**src/rtl/dsk_ram_arbiter.sv**
```systemverilog
// Arbitrates the single disk-image RAM port between the SD loader, the floppy read path
// and the floppy write-back path: round-robin with a loader override, with a stall watchdog.
module dsk_ram_arbiter #(
  parameter int AW    = 20,
  parameter int DW    = 32,
  parameter int TMO_W = 10
) (
  input  logic          clk,
  input  logic          reset,
  input  logic          prio0,
  input  logic          req0_read,
  input  logic          req0_wrte,
  input  logic [AW-1:0] req0_addr,
  input  logic [DW-1:0] req0_wdata,
  output logic          req0_ack,
  input  logic          req1_read,
  input  logic          req1_wrte,
  input  logic [AW-1:0] req1_addr,
  input  logic [DW-1:0] req1_wdata,
  output logic          req1_ack,
  input  logic          req2_read,
  input  logic          req2_wrte,
  input  logic [AW-1:0] req2_addr,
  input  logic [DW-1:0] req2_wdata,
  output logic          req2_ack,
  output logic [DW-1:0] rdata,
  output logic          err,
  output logic [2:0]    grant,
  output logic [AW-1:0] dsk_addr,
  output logic [DW-1:0] dsk_dout,
  input  logic [DW-1:0] dsk_din,
  output logic          dsk_read,
  output logic          dsk_wrte,
  input  logic          dsk_busy,
  input  logic          dsk_asck
);

  typedef enum logic [1:0] {S_IDLE, S_ISSUE, S_WAIT, S_DONE} state_t;

  // Abort on the last counted cycle so the command is held exactly 2**TMO_W-1 cycles.
  localparam logic [TMO_W-1:0] WD_MAX = '1;
  localparam logic [TMO_W-1:0] WD_LIM = WD_MAX - 1'b1;

  state_t         state_q, state_d;
  logic [2:0]     grant_q, grant_d;
  logic [2:0]     ack_q, ack_d;
  logic [1:0]     owner_q, owner_d;
  logic [1:0]     rr_q, rr_d;
  logic [TMO_W-1:0] wdog_q, wdog_d;
  logic [AW-1:0]  addr_q, addr_d;
  logic [DW-1:0]  dout_q, dout_d;
  logic [DW-1:0]  rdata_q, rdata_d;
  logic           rd_q, rd_d;
  logic           wr_q, wr_d;
  logic           err_q, err_d;

  logic [2:0]     pend;
  logic [1:0]     win;
  logic           done_ok;

  function automatic logic [1:0] arb_pick(input logic [2:0] p, input logic [1:0] ptr,
                                          input logic pr);
    logic [1:0] a, b, c;
    case (ptr)
      2'd1:    begin a = 2'd1; b = 2'd2; c = 2'd0; end
      2'd2:    begin a = 2'd2; b = 2'd0; c = 2'd1; end
      default: begin a = 2'd0; b = 2'd1; c = 2'd2; end
    endcase
    if (pr && p[0]) return 2'd0;
    if (p[a]) return a;
    if (p[b]) return b;
    return c;
  endfunction

  function automatic logic [1:0] next_ptr(input logic [1:0] own);
    return (own >= 2'd2) ? 2'd0 : own + 2'd1;
  endfunction

  assign pend = {req2_read | req2_wrte, req1_read | req1_wrte, req0_read | req0_wrte};
  assign win  = arb_pick(pend, rr_q, prio0);
  assign done_ok = (state_q == S_ISSUE) ? (dsk_busy && dsk_asck) : dsk_asck;

  always_comb begin
    state_d = state_q;
    grant_d = grant_q;
    ack_d   = 3'b000;
    owner_d = owner_q;
    rr_d    = rr_q;
    wdog_d  = wdog_q;
    addr_d  = addr_q;
    dout_d  = dout_q;
    rdata_d = rdata_q;
    rd_d    = rd_q;
    wr_d    = wr_q;
    err_d   = 1'b0;

    case (state_q)
      S_ISSUE, S_WAIT: begin
        if (done_ok || wdog_q == WD_LIM) begin
          state_d = S_DONE;
          rd_d    = 1'b0;
          wr_d    = 1'b0;
          grant_d = 3'b000;
          ack_d   = 3'b001 << owner_q;
          err_d   = !done_ok;
          rdata_d = done_ok ? dsk_din : '0;
          rr_d    = next_ptr(owner_q);
        end else begin
          if (wdog_q != WD_MAX) wdog_d = wdog_q + 1'b1;
          if (state_q == S_ISSUE && dsk_busy) state_d = S_WAIT;
        end
      end
      default: ;
    endcase

    // IDLE and DONE both arbitrate; DONE already sees the advanced pointer.
    if ((state_q == S_IDLE || state_q == S_DONE) && (|pend)) begin
      state_d = S_ISSUE;
      owner_d = win;
      grant_d = 3'b001 << win;
      wdog_d  = '0;
      case (win)
        2'd1: begin
          addr_d = req1_addr; dout_d = req1_wdata;
          wr_d = req1_wrte;   rd_d = req1_read & ~req1_wrte;
        end
        2'd2: begin
          addr_d = req2_addr; dout_d = req2_wdata;
          wr_d = req2_wrte;   rd_d = req2_read & ~req2_wrte;
        end
        default: begin
          addr_d = req0_addr; dout_d = req0_wdata;
          wr_d = req0_wrte;   rd_d = req0_read & ~req0_wrte;
        end
      endcase
    end else if (state_q == S_DONE) begin
      state_d = S_IDLE;
    end
  end

  always_ff @(posedge clk) begin
    if (reset) begin
      state_q <= S_IDLE;
      grant_q <= '0;
      ack_q   <= '0;
      owner_q <= '0;
      rr_q    <= '0;
      wdog_q  <= '0;
      addr_q  <= '0;
      dout_q  <= '0;
      rdata_q <= '0;
      rd_q    <= 1'b0;
      wr_q    <= 1'b0;
      err_q   <= 1'b0;
    end else begin
      state_q <= state_d;
      grant_q <= grant_d;
      ack_q   <= ack_d;
      owner_q <= owner_d;
      rr_q    <= rr_d;
      wdog_q  <= wdog_d;
      addr_q  <= addr_d;
      dout_q  <= dout_d;
      rdata_q <= rdata_d;
      rd_q    <= rd_d;
      wr_q    <= wr_d;
      err_q   <= err_d;
    end
  end

  assign req0_ack = ack_q[0];
  assign req1_ack = ack_q[1];
  assign req2_ack = ack_q[2];
  assign rdata    = rdata_q;
  assign err      = err_q;
  assign grant    = grant_q;
  assign dsk_addr = addr_q;
  assign dsk_dout = dout_q;
  assign dsk_read = rd_q;
  assign dsk_wrte = wr_q;

endmodule

```
**config.mk**
```make
export PLATFORM = sky130hd
export DESIGN_NAME = dsk_ram_arbiter
export DESIGN_NICKNAME = d
export VERILOG_FILES = /design/src/rtl/dsk_ram_arbiter.sv
export SDC_FILE = /design/constraint.sdc
export NUM_CORES = 1
export LEC_CHECK = 0
export ABC_AREA = 1
export BUFFER_PORTS_ARGS = -buffer_cell sky130_fd_sc_hd__buf_2
export CORE_AREA = 2 2 115 117
export DETAILED_ROUTE_END_ITERATION = 8
export DIE_AREA = 0 0 117 119
export GPL_ROUTABILITY_DRIVEN = 0
export PLACE_DENSITY = 0.77
export SYNTH_ARGS = -nofsm -noshare
export SYNTH_HDL_FRONTEND = slang
export SYNTH_SLANG_ARGS = --single-unit
```
**constraint.sdc**
```tcl
create_clock -name clk -period 2.8 [get_ports clk]
set_clock_uncertainty 0.1 [all_clocks]
set_input_delay 0.28 -clock clk [delete_from_list [all_inputs] [get_ports clk]]
set_output_delay 0.28 -clock clk [all_outputs]
set_load 0.03 [all_outputs]
```
==> results of run 1 <==
registers in the layout (all words and copies together), names as in the netlist:
| signal | cells |
|---|---|
| rr_q | 2 |
| ack_q | 3 |
| dsk_dout | 32 |
| owner_q | 2 |
| state_q | 2 |
| err | 1 |
| wdog_q | 10 |
| dsk_addr | 20 |
| rdata | 32 |
| dsk_read | 1 |
| dsk_wrte | 1 |
| grant | 3 |
metrics by stage:
step / instance area (sq um) / utilization / setup WS [ns]
after floorplan: 5231 / - / 0.3021
after global placement: 6837 / 0.5310 / 0.3160
after detailed placement: 6837 / 0.5310 / 0.2511
after CTS: 7151 / 0.5554 / 0.2282
after global routing: 7172 / 0.5570 / 0.04111
final: 7172 / 0.5570 / 0.3080
worst register-to-register path, delay by kind of cell, from the launching register on:
kind | cells | cell delay, ns
adders and majority gates | 2 | 0.60
buffers and inverters | 3 | 0.43
and+or+nand+nor | 5 | 0.54
AOI/OAI and AO/OA | 3 | 0.39
DFF | 1 | 0.34
timing repair:
item | in CTS | in global routing
setup buffers | 0 | 0
gates resized for setup | 0 | 4
endpoints found under the setup margin | 0 | 19
where the power goes:
group / switching, mW / leakage [nW] / internal, mW
Clock: 0.626 / 0.152 / 0.735
Combinational: 2.63 / 2.45 / 1.24
Sequential: 0.267 / 0.893 / 2.07
per-layer routing:
metal / global-route usage / wire [um]
met1: 0.2887 / 7126
met2: 0.3826 / 8020
met3: 0.08957 / 1340
met4: 0.06912 / 276
met5: 0 / 16
worst max-delay path by stage:
| stage | start | to | cells past startpoint |
|---|---|---|---|
| finish | rr_q[1] | dsk_read | 13 |
| global route | rr_q[1] | dsk_wrte | 15 |
| CTS | rr_q[1] | dsk_wrte | 15 |
| detailed placement | rr_q[1] | dsk_wrte | 15 |
| global placement | rr_q[1] | dsk_dout[21] | 13 |
| floorplan | rr_q[1] | dsk_dout[10] | 14 |
final cells by class:
cell class	count	area, sq um	area share
inverters	66	247.7	0.03454
multi-input cells	493	2580	0.3597
clock buffers	10	239.0	0.03332
diodes	2	5.005	0.0006978
well taps	176	220.2	0.03070
flip-flops and latches	109	2182	0.3043
repair buffers	306	1623	0.2263
clock inverters	6	75.07	0.01047
logic make-up (layout without fill, tap and decap cells):
kind of cell	Yosys count	count (layout)	synth area share
flops	109	109	0.4171
other cells	0	2	0
mux	21	21	0.04018
xor+xnor	3	3	0.005024
fa+ha+maj	10	10	0.02392
buf+inv	112	388	0.09543
simple gates	300	300	0.2492
compound gates	159	159	0.1691
cell usage in the layout (no fill, tap or decap):
| master | n |
|---|---|
| sky130_fd_sc_hd__a21boi_1 | 1 |
| sky130_fd_sc_hd__a21oi_1 | 11 |
| sky130_fd_sc_hd__a22o_1 | 20 |
| sky130_fd_sc_hd__buf_12 | 4 |
| sky130_fd_sc_hd__buf_2 | 291 |
| sky130_fd_sc_hd__buf_4 | 10 |
| sky130_fd_sc_hd__buf_6 | 1 |
| sky130_fd_sc_hd__bufinv_16 | 1 |
| sky130_fd_sc_hd__clkbuf_16 | 9 |
| sky130_fd_sc_hd__clkbuf_8 | 1 |
| sky130_fd_sc_hd__clkinvlp_4 | 1 |
| sky130_fd_sc_hd__dfxtp_1 | 109 |
| sky130_fd_sc_hd__diode_2 | 2 |
| sky130_fd_sc_hd__ha_1 | 7 |
| sky130_fd_sc_hd__ha_2 | 1 |
| sky130_fd_sc_hd__ha_4 | 2 |
| sky130_fd_sc_hd__inv_1 | 63 |
| sky130_fd_sc_hd__inv_2 | 3 |
| sky130_fd_sc_hd__inv_6 | 3 |
| sky130_fd_sc_hd__inv_8 | 1 |
| sky130_fd_sc_hd__mux2i_1 | 21 |
| sky130_fd_sc_hd__nand2_1 | 178 |
| sky130_fd_sc_hd__nand2_2 | 5 |
| sky130_fd_sc_hd__nand3_1 | 83 |
| sky130_fd_sc_hd__nand3_2 | 2 |
| sky130_fd_sc_hd__nand3b_1 | 1 |
| sky130_fd_sc_hd__nand4_1 | 4 |
| sky130_fd_sc_hd__nor2_1 | 21 |
| sky130_fd_sc_hd__nor2_2 | 1 |
| sky130_fd_sc_hd__nor2_4 | 2 |
| sky130_fd_sc_hd__nor2_8 | 1 |
| sky130_fd_sc_hd__nor3_1 | 1 |
| sky130_fd_sc_hd__nor4_1 | 1 |
| sky130_fd_sc_hd__o211ai_1 | 1 |
| sky130_fd_sc_hd__o21ai_0 | 77 |
| sky130_fd_sc_hd__o21ai_1 | 46 |
| sky130_fd_sc_hd__o21ai_2 | 2 |
| sky130_fd_sc_hd__o22ai_1 | 1 |
| sky130_fd_sc_hd__xnor2_1 | 3 |
==> impl_summary.txt, run 1 <==
----------------------------------------------------
[Pwr]
  Power Dens Cells ... 1056 nW/um^2
  Post-layout total power ... around 7.6 mW
  Leakage component of the power ... about 3.5 nW
  Worst ir drop on vdd ... roughly 600 uV

[Logic synthesis]
  Async set-or-reset flop fraction in the synthesized netlist ... 0
  Gate count after technology mapping ... between 700 and 800
  Mean instance size in the synthesized netlist ... between 7 and 8 sq um
  Most numerous cell types in the synthesized netlist ... sky130_fd_sc_hd__nand2_1 (179), sky130_fd_sc_hd__dfxtp_1 (109), sky130_fd_sc_hd__nand3_1 (83), sky130_fd_sc_hd__o21ai_0 (77), sky130_fd_sc_hd__inv_1 (63)
  Primary flip-flop cell chosen by synthesis mapping ... sky130_fd_sc_hd__dfxtp_1
  Fraction of post-synthesis cell area in the top cell type by area ... 0.4171
  EDFF count, synth ... 0
  Cell with the most instances after synthesis ... sky130_fd_sc_hd__nand2_1
  Largest area contributor in the synthesized netlist ... sky130_fd_sc_hd__dfxtp_1
  Post-Synthesis Net Count ... roughly 920
  Post-synthesis cell area ... 5231 sq um
  Synth Warn # ... 0
  Distinct cell type count of the synthesized netlist ... 32
  Sequential-to-total area share from yosys stat ... 0.4171
  Post-synthesis sequential element count ... between 100 and 150
  Area contributors post-synth ... sky130_fd_sc_hd__dfxtp_1 (42%), sky130_fd_sc_hd__nand2_1 (13%), sky130_fd_sc_hd__nand3_1 (7.9%)

[Routing]
  Number of DRC markers in iteration 0 ... roughly 250
  DR vias/cell ... between 4 and 5
  Via count ... approximately 5.7k
  Final ANT Viol Nets ... 0
  Post-detailed-route DRC marker count ... 0
  Total wire length ... 16.78 mm
  DR WL/cell ... about 14 um
  Drt first pass iters ... 5

[Clocking]
  Clock buffer depth ... 2
  Clock tree from TritonCTS ... yes
  Sinks on Clock Net ... roughly 110
  Root buffer cell ... sky130_fd_sc_hd__clkbuf_16
  Hold buffers post-CTS ... 0
  Number of levels in the clock H-tree ... 3
  Reg clk slew, reported paths ... 0.08 ns
  Worst skew pair latency ... about 0.35 ns
  Clock buffer count from CTS ... 9

[GRT]
  Overall fraction of global-route tracks in use ... 0.2356
  Via count of the first global-routing pass ... just over 5k
  Pin count of the biggest net entering global routing ... approximately 40
  Total grt overflow ... 0
  Initial antenna violation count ... 4
  First-pass GRT wire length ... 25.67 mm

[Worst setup path]
  Arrival time of data at the critical path endpoint ... approximately 2.6 ns
  Critical path startpoint category ... flop
  Gate family responsible for the most delay along the worst path ... adder cells
  Slowest library cell on the worst path ... sky130_fd_sc_hd__ha_4
  Reg2reg end ... dsk_read
  Number of buffer and inverter instances along the worst setup path ... 3
  Reg-to-reg startpoint ... rr_q[1]
  CP Capture Type ... flop
  Required time of the worst setup path ... roughly 3 ns
  Slack of the worst reg-to-reg path ... about 0.31 ns
  Path depth of the worst reg2reg path ... 13
  Critical Path, Cell by Cell ... inv_1, ha_1, inv_1, nand2_1, nand3_1, nand2_1, a21boi_1, nand2_2, ha_4, buf_12, nand3_1, o211ai_1, a21oi_1
  Largest stage delay on the critical path ... approximately 0.37 ns
  Highest fanout seen on the critical path ... 35
  Startpoint-to-endpoint class of the critical path ... reg2reg

[Timing]
  Final clock period utilization by the worst path ... 0.8900
  Setup TNS Final ... 0 ns
  Slew HR ... 0.5277
  Highest clock frequency the design can meet ... roughly 0.4 GHz
  Total count of hold-check failures in the final report ... 0
  Final-report max-slew violation count ... 0
  Pin slew with the least headroom to its limit ... approximately 0.71 ns
  Tmin final ... about 2.5 ns
  Tightest hold margin ... around 0.055 ns
  Number of endpoints failing setup at the final stage ... 0
  Setup repair after global routing missed its margin ... no

[Min path]
  Cells on Worst Hold Path ... 3
  Type of the worst min-delay path ... in2reg
  Endpoint of the worst hold-timing path ... rdata[16]
  Hold Startpoint ... dsk_din[16]

[Layout]
  P&R area growth vs syn ... 37.10%
  Post-route non-filler standard cell count ... ~1.2k
  Nets@finish ... between 1k and 1.5k
  Fraction of layout instances using a drive strength above 1 ... 0.3444
  Number of filler cells placed in the layout ... around 1.3k

[Die]
  Total Die Area ... 13920 sq um
  Die extent in x ... about 120 um
  Area of the core ... around 13000 sq um
  Initial cell density of the core ... 0.4063
  Number of placement rows ... between 40 and 50
  Die Ht ... between 100 and 150 um
  Top Ports ... approximately 290

[Placed design]
  Count of port buffers added during placement ... between 200 and 300
  Half-perimeter wire length after placement ... approximately 13 mm
  Placed cell count ... approximately 1.2k

[Run status]
  Status ... completed

[Job]
  Max capacitance violation total ... 0

----------------------------------------------------
Note: power is estimated with default switching activity, not from simulation.
==> run 2, diff against run 1 <==
PLACE_DENSITY = 0.78   (was 0.77)
==> run 2 against run 1 <==
Sequential share of layout area barely moved. Clock power fell by 7%. Final cell count rose by 0.26%. Critical path depth rose by 2. Via count rose by 0.39%. Cell area barely moved. Highest routed layer is now met4. Global-route usage fell by 0.50 points. Flip-flop and latch count did not move. Combinational power barely moved. Non-clock buffer count rose by 5.
==> impl_summary.txt, run 2 (same netlist as run 1, synthesis figures left out) <==
----------------------------------------------------
[Worst setup path]
  Reg-to-reg startpoint ... rr_q[1] (unchanged)
  Arrival time of data at the critical path endpoint ... 2.69 ns (was 2.63 ns)
  Largest stage delay on the critical path ... 0.34 ns (was 0.37 ns)
  Number of buffer and inverter instances along the worst setup path ... 5 (was 3)
  Worst path most repeated cell ... sky130_fd_sc_hd__inv_1
  Gate family responsible for the most delay along the worst path ... buffers and inverters (was adder cells)
  Critical Path, Cell by Cell ... inv_1, ha_1, inv_1, nand2_1, nand3_1, nand2_1, a21boi_1, nand2_1, inv_1, ha_2, buf_12, inv_1, o21ai_0, mux2i_1, o21ai_0 (was inv_1, ha_1, inv_1, nand2_1, nand3_1, nand2_1, a21boi_1, nand2_2, ha_4, buf_12, nand3_1, o211ai_1, a21oi_1)
  Path depth of the worst reg2reg path ... 15 (was 13)
  Critical path startpoint ... rr_q[1] (unchanged)
  Number of cells on the critical path ... 15 (was 13)
  Required time of the worst setup path ... 2.99 ns (was 2.94 ns)
  Critical path startpoint category ... flop (unchanged)
  CP Capture Type ... flop (unchanged)
  Startpoint-to-endpoint class of the critical path ... reg2reg (unchanged)
  Slowest library cell on the worst path ... sky130_fd_sc_hd__dfxtp_1 (was sky130_fd_sc_hd__ha_4)
  Highest fanout seen on the critical path ... 31 (was 35)

[Run status]
  Status ... completed (unchanged)

[Clocking]
  Root buffer cell ... sky130_fd_sc_hd__clkbuf_16 (unchanged)
  Worst skew pair latency ... 0.36 ns (was 0.35 ns)
  Number of levels in the clock H-tree ... 3 (unchanged)
  Clock buffer count from CTS ... 9 (unchanged)
  Reg clk slew, reported paths ... 0.08 ns (about the same)
  Clock buffer depth ... 2 (unchanged)
  Sinks on Clock Net ... 109 (unchanged)
  Clock tree from TritonCTS ... yes (unchanged)

[Routing]
  Post-detailed-route DRC marker count ... 0 (unchanged)
  DR WL/cell ... 14.01 um (was 14.37 um)
  Total wire length ... 16.41 mm (was 16.78 mm)
  Drt first pass iters ... 4 (was 5)
  Number of DRC markers in iteration 0 ... 265 (was 251)
  Final ANT Viol Nets ... 0 (unchanged)
  DR vias/cell ... 4.884 (was 4.878)
  Via count ... 5719 (was 5697)

[Placed design]
  Pre-CTS setup slack ... 0.1601 ns (was 0.2511 ns)
  Half-perimeter wire length after placement ... 12.41 mm (was 12.56 mm)
  Count of port buffers added during placement ... 291 (unchanged)

[GRT]
  Initial antenna violation count ... 0 (was 4)
  Total grt overflow ... 0 (unchanged)
  Overall fraction of global-route tracks in use ... 0.2306 (was 0.2356)
  Global route hottest layer ... met2 (unchanged)
  Via count of the first global-routing pass ... 5148 (was 5157)
  Met2 usage ... 0.3656 (was 0.3826)
  Global-route met1 utilization ... 0.3007 (was 0.2887)
  Pin count of the biggest net entering global routing ... 42 (was 41)
  Fraction of met3 tracks used by global routing ... 0.06056 (was 0.08957)
  First-pass GRT wire length ... 25.36 mm (was 25.67 mm)

[Die]
  Initial cell density of the core ... 0.4063 (unchanged)
  Number of placement rows ... 42 (unchanged)
  Area of the core ... 12870 sq um (unchanged)
  Total Die Area ... 13920 sq um (unchanged)
  Top Ports ... 292 (unchanged)
  Die extent in x ... 117 um (unchanged)
  Die Ht ... 119 um (unchanged)

[Timing]
  Total count of hold-check failures in the final report ... 0 (unchanged)
  Pin slew with the least headroom to its limit ... 0.6562 ns (was 0.7059 ns)
  Final clock period utilization by the worst path ... 0.8912 (was 0.8900)
  Highest clock frequency the design can meet ... 0.4007 GHz (was 0.4013 GHz)
  Setup TNS Final ... 0 ns (unchanged)
  Final-report max-slew violation count ... 0 (unchanged)
  Number of endpoints failing setup at the final stage ... 0 (unchanged)
  Slew HR ... 0.5610 (was 0.5277)
  Setup repair after global routing missed its margin ... no (unchanged)
  Final setup slack of the worst path ... 0.3046 ns (was 0.3080 ns)
  Tmin final ... 2.495 ns (was 2.492 ns)

[Layout]
  Number of filler cells placed in the layout ... 1263 (was 1282)
  Fraction of layout instances using a drive strength above 1 ... 0.3467 (was 0.3444)
  Commonest non-fill, non-tap cell in the layout ... sky130_fd_sc_hd__buf_2 (unchanged)
  Number of diodes ... 0 (was 2)
  Nets@finish ... 1199 (was 1194)
  Area of the multi-input gates ... 2567 sq um (was 2580 sq um)
  Top library cells by usage in the layout, fill and taps aside ... sky130_fd_sc_hd__buf_2 (291), sky130_fd_sc_hd__nand2_1 (179), sky130_fd_sc_hd__dfxtp_1 (109) (was sky130_fd_sc_hd__buf_2 (291), sky130_fd_sc_hd__nand2_1 (178), sky130_fd_sc_hd__dfxtp_1 (109))
  P&R area growth vs syn ... 37.14% (was 37.10%)
  Seq. cell area ... 2182 sq um (unchanged)

[Min path]
  Cells on Worst Hold Path ... 3 (unchanged)
  Type of the worst min-delay path ... in2reg (unchanged)
  Hold Startpoint ... dsk_din[25] (was dsk_din[16])

[Pwr]
  Worst ir drop on vdd ... 650.7 uV (was 593.0 uV)
  Leakage component of the power ... 3.499 nW (was 3.491 nW)
  Power Dens Cells ... 1048 nW/um^2 (was 1056 nW/um^2)

[Job]
  Max capacitance violation total ... 0 (unchanged)

----------------------------------------------------
run 2: metrics by stage:
stage	hold slack, ns	total power, mW	instances	cell area [sq um]	util
after floorplan	0.2491	5.073	714	5231	-
after global placement	0.3333	6.142	1149	6829	0.5304
after detailed placement	0.3450	6.209	1149	6829	0.5304
after CTS	0.04162	7.483	1165	7122	0.5532
after global routing	0.04990	8.019	1171	7174	0.5572
final	0.05505	7.519	1171	7174	0.5572
run 2: area by class of cell:
class / instances / share of cell area
sequential: 109 / 0.3042
clock inverter: 6 / 0.007499
clock buffer: 10 / 0.03331
inverter: 66 / 0.03453
multi-input combinational: 493 / 0.3579
tap: 176 / 0.03069
timing repair buffer: 311 / 0.2320
run 2: repair_timing:
action                     CTS  global route
hold buffers                 0             0
setup buffers                0             6
setup endpoints to repair    0            47
resized for setup            0             3
run 2: worst paths after layout:
path                                      to  slack [ns]
worst max-delay path                dsk_wrte        0.30
worst min-delay path               rdata[25]        0.06
worst max register to register      dsk_wrte        0.30
worst min register to register  dsk_addr[11]        0.35
run 2: worst min-delay path, stage by stage:
cell	delay (ns)
sky130_fd_sc_hd__buf_2	0.09
sky130_fd_sc_hd__inv_1	0.04
sky130_fd_sc_hd__o21ai_1	0.05
run 2: where the power goes:
part / switching, mW / internal [mW]
logic: 2.60 / 1.29
registers: 0.281 / 2.07
clock network: 0.625 / 0.645
run 2: routing by layer:
layer	wire, um	up-vias	share of wire
met5	0	-	0
met2	7774	221	0.47
met1	7050	2559	0.43
met3	1170	33	0.071
met4	409	0	0.025
li1	-	2906	-
==> run 3, diff against run 2 <==
ABC_AREA = unset   (was 1)
GPL_ROUTABILITY_DRIVEN = unset   (was 0)
PLACE_DENSITY = 0.79   (was 0.78)
==> run 3 against run 2 <==
Final cell count fell by 10%. Flip-flop and latch count stayed put. Combinational power is 56% lower. Sequential power decreased by 22%. Cell area is 0.73% higher. First-iteration DRC count is 13% lower. Synthesized cell count is 16% lower. Via count down 2.4%. Highest routed layer unchanged. Power shrank 36%. Global-route usage decreased by 1.3 points. Wire length is 2.7% lower.
==> impl_summary.txt, run 3 <==
----------------------------------------------------
[Clocking]
  Worst skew pair latency ... 0.35 ns (was 0.36 ns)
  Clock buffer depth ... 2 (unchanged)
  Reg clk slew, reported paths ... 0.08 ns (about the same)
  Number of levels in the clock H-tree ... 3 (unchanged)
  Clock buffer count from CTS ... 9 (unchanged)
  Root buffer cell ... sky130_fd_sc_hd__clkbuf_16 (unchanged)
  Sinks on Clock Net ... 109 (unchanged)
  Clock tree from TritonCTS ... yes (unchanged)

[Pwr]
  Worst ir drop on vdd ... 288.8 uV (was 650.7 uV)
  Leakage component of the power ... 3.219 nW (was 3.499 nW)
  Power Dens Cells ... 661.2 nW/um^2 (was 1048 nW/um^2)

[Routing]
  DR WL/cell ... 15.20 um (was 14.01 um)
  Final ANT Viol Nets ... 0 (unchanged)
  Total wire length ... 15.96 mm (was 16.41 mm)
  Length of routed met3 wiring ... 1.150 mm (was 1.170 mm)
  Sum of routed wire segments on met1 ... 6.671 mm (was 7.050 mm)
  Detail Route met2 WL ... 7.838 mm (was 7.774 mm)
  Via count ... 5583 (was 5719)
  Number of DRC markers in iteration 0 ... 231 (was 265)
  Top sig layer ... met4 (unchanged)
  DR vias/cell ... 5.317 (was 4.884)
  Post-detailed-route DRC marker count ... 0 (unchanged)
  Drt first pass iters ... 4 (unchanged)

[Worst setup path]
  Arrival time of data at the critical path endpoint ... 2.71 ns (was 2.69 ns)
  Reg-to-reg startpoint ... rr_q[0] (was rr_q[1])
  Gate family responsible for the most delay along the worst path ... adder cells (was buffers and inverters)
  CP Capture Type ... flop (unchanged)
  Slack of the worst reg-to-reg path ... 0.20 ns (was 0.30 ns)
  Critical path startpoint ... rr_q[0] (was rr_q[1])
  Critical Path, Cell by Cell ... inv_1, ha_2, o22ai_1, and3b_1, a211oi_2, nand2_1, ha_4, clkbuf_4, buf_4, nand2_1, o211ai_1, a21oi_1 (was inv_1, ha_1, inv_1, nand2_1, nand3_1, nand2_1, a21boi_1, nand2_1, inv_1, ha_2, buf_12, inv_1, o21ai_0, mux2i_1, o21ai_0)
  Path depth of the worst reg2reg path ... 12 (was 15)
  Worst path most repeated cell ... sky130_fd_sc_hd__nand2_1 (was sky130_fd_sc_hd__inv_1)
  Critical path startpoint category ... flop (unchanged)
  Reg2reg end ... dsk_dout[24] (was dsk_wrte)
  Number of buffer and inverter instances along the worst setup path ... 3 (was 5)
  Slowest library cell on the worst path ... sky130_fd_sc_hd__ha_2 (was sky130_fd_sc_hd__dfxtp_1)
  Highest fanout seen on the critical path ... 6 (was 31)
  Startpoint-to-endpoint class of the critical path ... reg2reg (unchanged)
  Largest stage delay on the critical path ... 0.38 ns (was 0.34 ns)
  Required time of the worst setup path ... 2.91 ns (was 2.99 ns)

[Logic synthesis]
  Async set-or-reset flop fraction in the synthesized netlist ... 0 (unchanged)
  Synth Warn # ... 0 (unchanged)
  EDFF count, synth ... 0 (unchanged)
  Largest area contributor in the synthesized netlist ... sky130_fd_sc_hd__dfxtp_1 (unchanged)
  Sequential-to-total area share from yosys stat ... 0.4159 (was 0.4171)
  Post-synthesis cell area ... 5246 sq um (was 5231 sq um)
  Mean instance size in the synthesized netlist ... 8.758 sq um (was 7.327 sq um)
  Post-Synthesis Net Count ... 808 (was 923)
  Area contributors post-synth ... sky130_fd_sc_hd__dfxtp_1 (42%), sky130_fd_sc_hd__o211ai_1 (8.0%), sky130_fd_sc_hd__nand2_1 (7.9%) (was sky130_fd_sc_hd__dfxtp_1 (42%), sky130_fd_sc_hd__nand2_1 (13%), sky130_fd_sc_hd__nand3_1 (7.9%))
  Most numerous cell types in the synthesized netlist ... sky130_fd_sc_hd__nand2_1 (111), sky130_fd_sc_hd__dfxtp_1 (109), sky130_fd_sc_hd__a21oi_1 (62), sky130_fd_sc_hd__o211ai_1 (56), sky130_fd_sc_hd__a22oi_1 (53) (was sky130_fd_sc_hd__nand2_1 (179), sky130_fd_sc_hd__dfxtp_1 (109), sky130_fd_sc_hd__nand3_1 (83), sky130_fd_sc_hd__o21ai_0 (77), sky130_fd_sc_hd__inv_1 (63))
  Post-synthesis sequential element count ... 109 (unchanged)
  Cell with the most instances after synthesis ... sky130_fd_sc_hd__nand2_1 (unchanged)
  Primary flip-flop cell chosen by synthesis mapping ... sky130_fd_sc_hd__dfxtp_1 (unchanged)
  Fraction of post-synthesis cell area in the top cell type by area ... 0.4159 (was 0.4171)
  Gate count after technology mapping ... 599 (was 714)
  Distinct cell type count of the synthesized netlist ... 56 (was 32)

[Timing]
  Final-report max-slew violation count ... 0 (unchanged)
  Pin slew with the least headroom to its limit ... 1.013 ns (was 0.6562 ns)
  Final clock period utilization by the worst path ... 0.9282 (was 0.8912)
  Highest clock frequency the design can meet ... 0.3848 GHz (was 0.4007 GHz)
  Total count of hold-check failures in the final report ... 0 (unchanged)
  Tightest hold margin ... 0.03280 ns (was 0.05505 ns)
  Slew HR ... 0.3231 (was 0.5610)
  Number of endpoints failing setup at the final stage ... 0 (unchanged)
  Tmin final ... 2.599 ns (was 2.495 ns)

[Die]
  Number of placement rows ... 42 (unchanged)
  Initial cell density of the core ... 0.4075 (was 0.4063)
  Area of the core ... 12870 sq um (unchanged)
  Die Ht ... 119 um (unchanged)
  Top Ports ... 292 (unchanged)
  Total Die Area ... 13920 sq um (unchanged)
  Die extent in x ... 117 um (unchanged)

[Min path]
  Hold Startpoint ... dsk_din[3] (was dsk_din[25])
  Cells on Worst Hold Path ... 2 (was 3)
  Endpoint of the worst hold-timing path ... rdata[3] (was rdata[25])
  Type of the worst min-delay path ... in2reg (unchanged)

[Layout]
  Commonest non-fill, non-tap cell in the layout ... sky130_fd_sc_hd__buf_2 (unchanged)
  P&R area growth vs syn ... 37.75% (was 37.14%)
  Fraction of layout instances using a drive strength above 1 ... 0.4300 (was 0.3467)
  Utilization after layout ... 0.5613 (was 0.5572)
  Top library cells by usage in the layout, fill and taps aside ... sky130_fd_sc_hd__buf_2 (291), sky130_fd_sc_hd__nand2_1 (111), sky130_fd_sc_hd__dfxtp_1 (109) (was sky130_fd_sc_hd__buf_2 (291), sky130_fd_sc_hd__nand2_1 (179), sky130_fd_sc_hd__dfxtp_1 (109))
  Nets@finish ... 1076 (was 1199)
  Layout Cell Area excl Fill ... 7227 sq um (was 7174 sq um)

[GRT]
  Total grt overflow ... 0 (unchanged)
  First-pass GRT wire length ... 24.29 mm (was 25.36 mm)
  Via count of the first global-routing pass ... 5063 (was 5148)
  Overall fraction of global-route tracks in use ... 0.2175 (was 0.2306)
  Pin count of the biggest net entering global routing ... 57 (was 42)
  Initial antenna violation count ... 2 (was 0)

[Job]
  Max capacitance violation total ... 0 (unchanged)

[Run status]
  Status ... completed (unchanged)

[Placed design]
  Post-Place Cell Area ... 6835 sq um (was 6829 sq um)
  Count of port buffers added during placement ... 291 (unchanged)
  Half-perimeter wire length after placement ... 11.71 mm (was 12.41 mm)
  Routability cong. ... 0.9004

----------------------------------------------------
## run 3: changes by cell type in the layout (fill, tap and decap cells not counted), sizes merged, moves of 7 or more
cell    before  now
o21ai      125    5
nand3       85    4
nand2      183  112
a22oi        0   53
nor2        25   17
o31ai        0    7
a21oi       11   64
o211ai       1   57
a22o        20   32
mux2i       21    0
inv         69   14
or4          0    7
## run 3: worst max path at each step
stage	to	depth (start not counted)
after detailed placement	dsk_read	11
after global placement	dsk_read	11
final	dsk_dout[24]	12
after CTS	dsk_read	11
after floorplan	dsk_addr[5]	13
after global routing	dsk_dout[14]	12
## run 3: power by group
part | switching, mW | internal, mW | total, mW
registers | 0.0914 | 1.74 | 1.84
clock network | 0.620 | 0.626 | 1.25
logic | 1.08 | 0.619 | 1.70
## run 3: layout make-up
type / instances / area [sq um]
fillers: 1183 / 5648
multi-input cells: 428 / 2825
flip-flops and latches: 109 / 2182
repair buffers: 309 / 1667
clock buffers: 9 / 225.2
well taps: 176 / 220.2
clock inverters: 7 / 65.06
inverters: 10 / 37.54
diodes: 2 / 5.005
## run 3: cell families (layout without fill, tap and decap cells)
family | after synthesis | after routing | synth area share
buffers and inverters | 62 | 335 | 0.06010
other | 0 | 2 | 0
adder cells (fa/ha/maj) | 10 | 10 | 0.02385
flip-flops | 109 | 109 | 0.4159
AO/OA/AOI/OAI | 245 | 245 | 0.3453
AND/OR/NAND/NOR | 173 | 173 | 0.1548
## run 3: timing repair
action | 4_1_cts | 5_1_grt
hold buffers | 0 | 0
setup endpoints to repair | 2 | 54
gates cloned | 0 | 0
resized for setup | 1 | 10
pin swaps | 0 | 4
setup buffers | 0 | 5
## run 3: metal layers
layer / global-route usage / vias up
met5: 0 / -
met4: 0.06176 / 0
met3: 0.06107 / 22
met2: 0.3783 / 215
met1: 0.2587 / 2573
li1: - / 2773
## run 3: metrics by stage
stage	worst slack (ns)	total power [mW]	std cells	setup TNS, ns
after floorplan	-0.03257	2.999	599	-0.9761
after CTS	0.08413	4.787	1043	0
after global placement	0.1127	3.515	1027	0
final	0.2012	4.778	1050	0
after global routing	-0.01264	5.072	1050	-0.08119
after detailed placement	-0.03603	3.533	1027	-0.03603
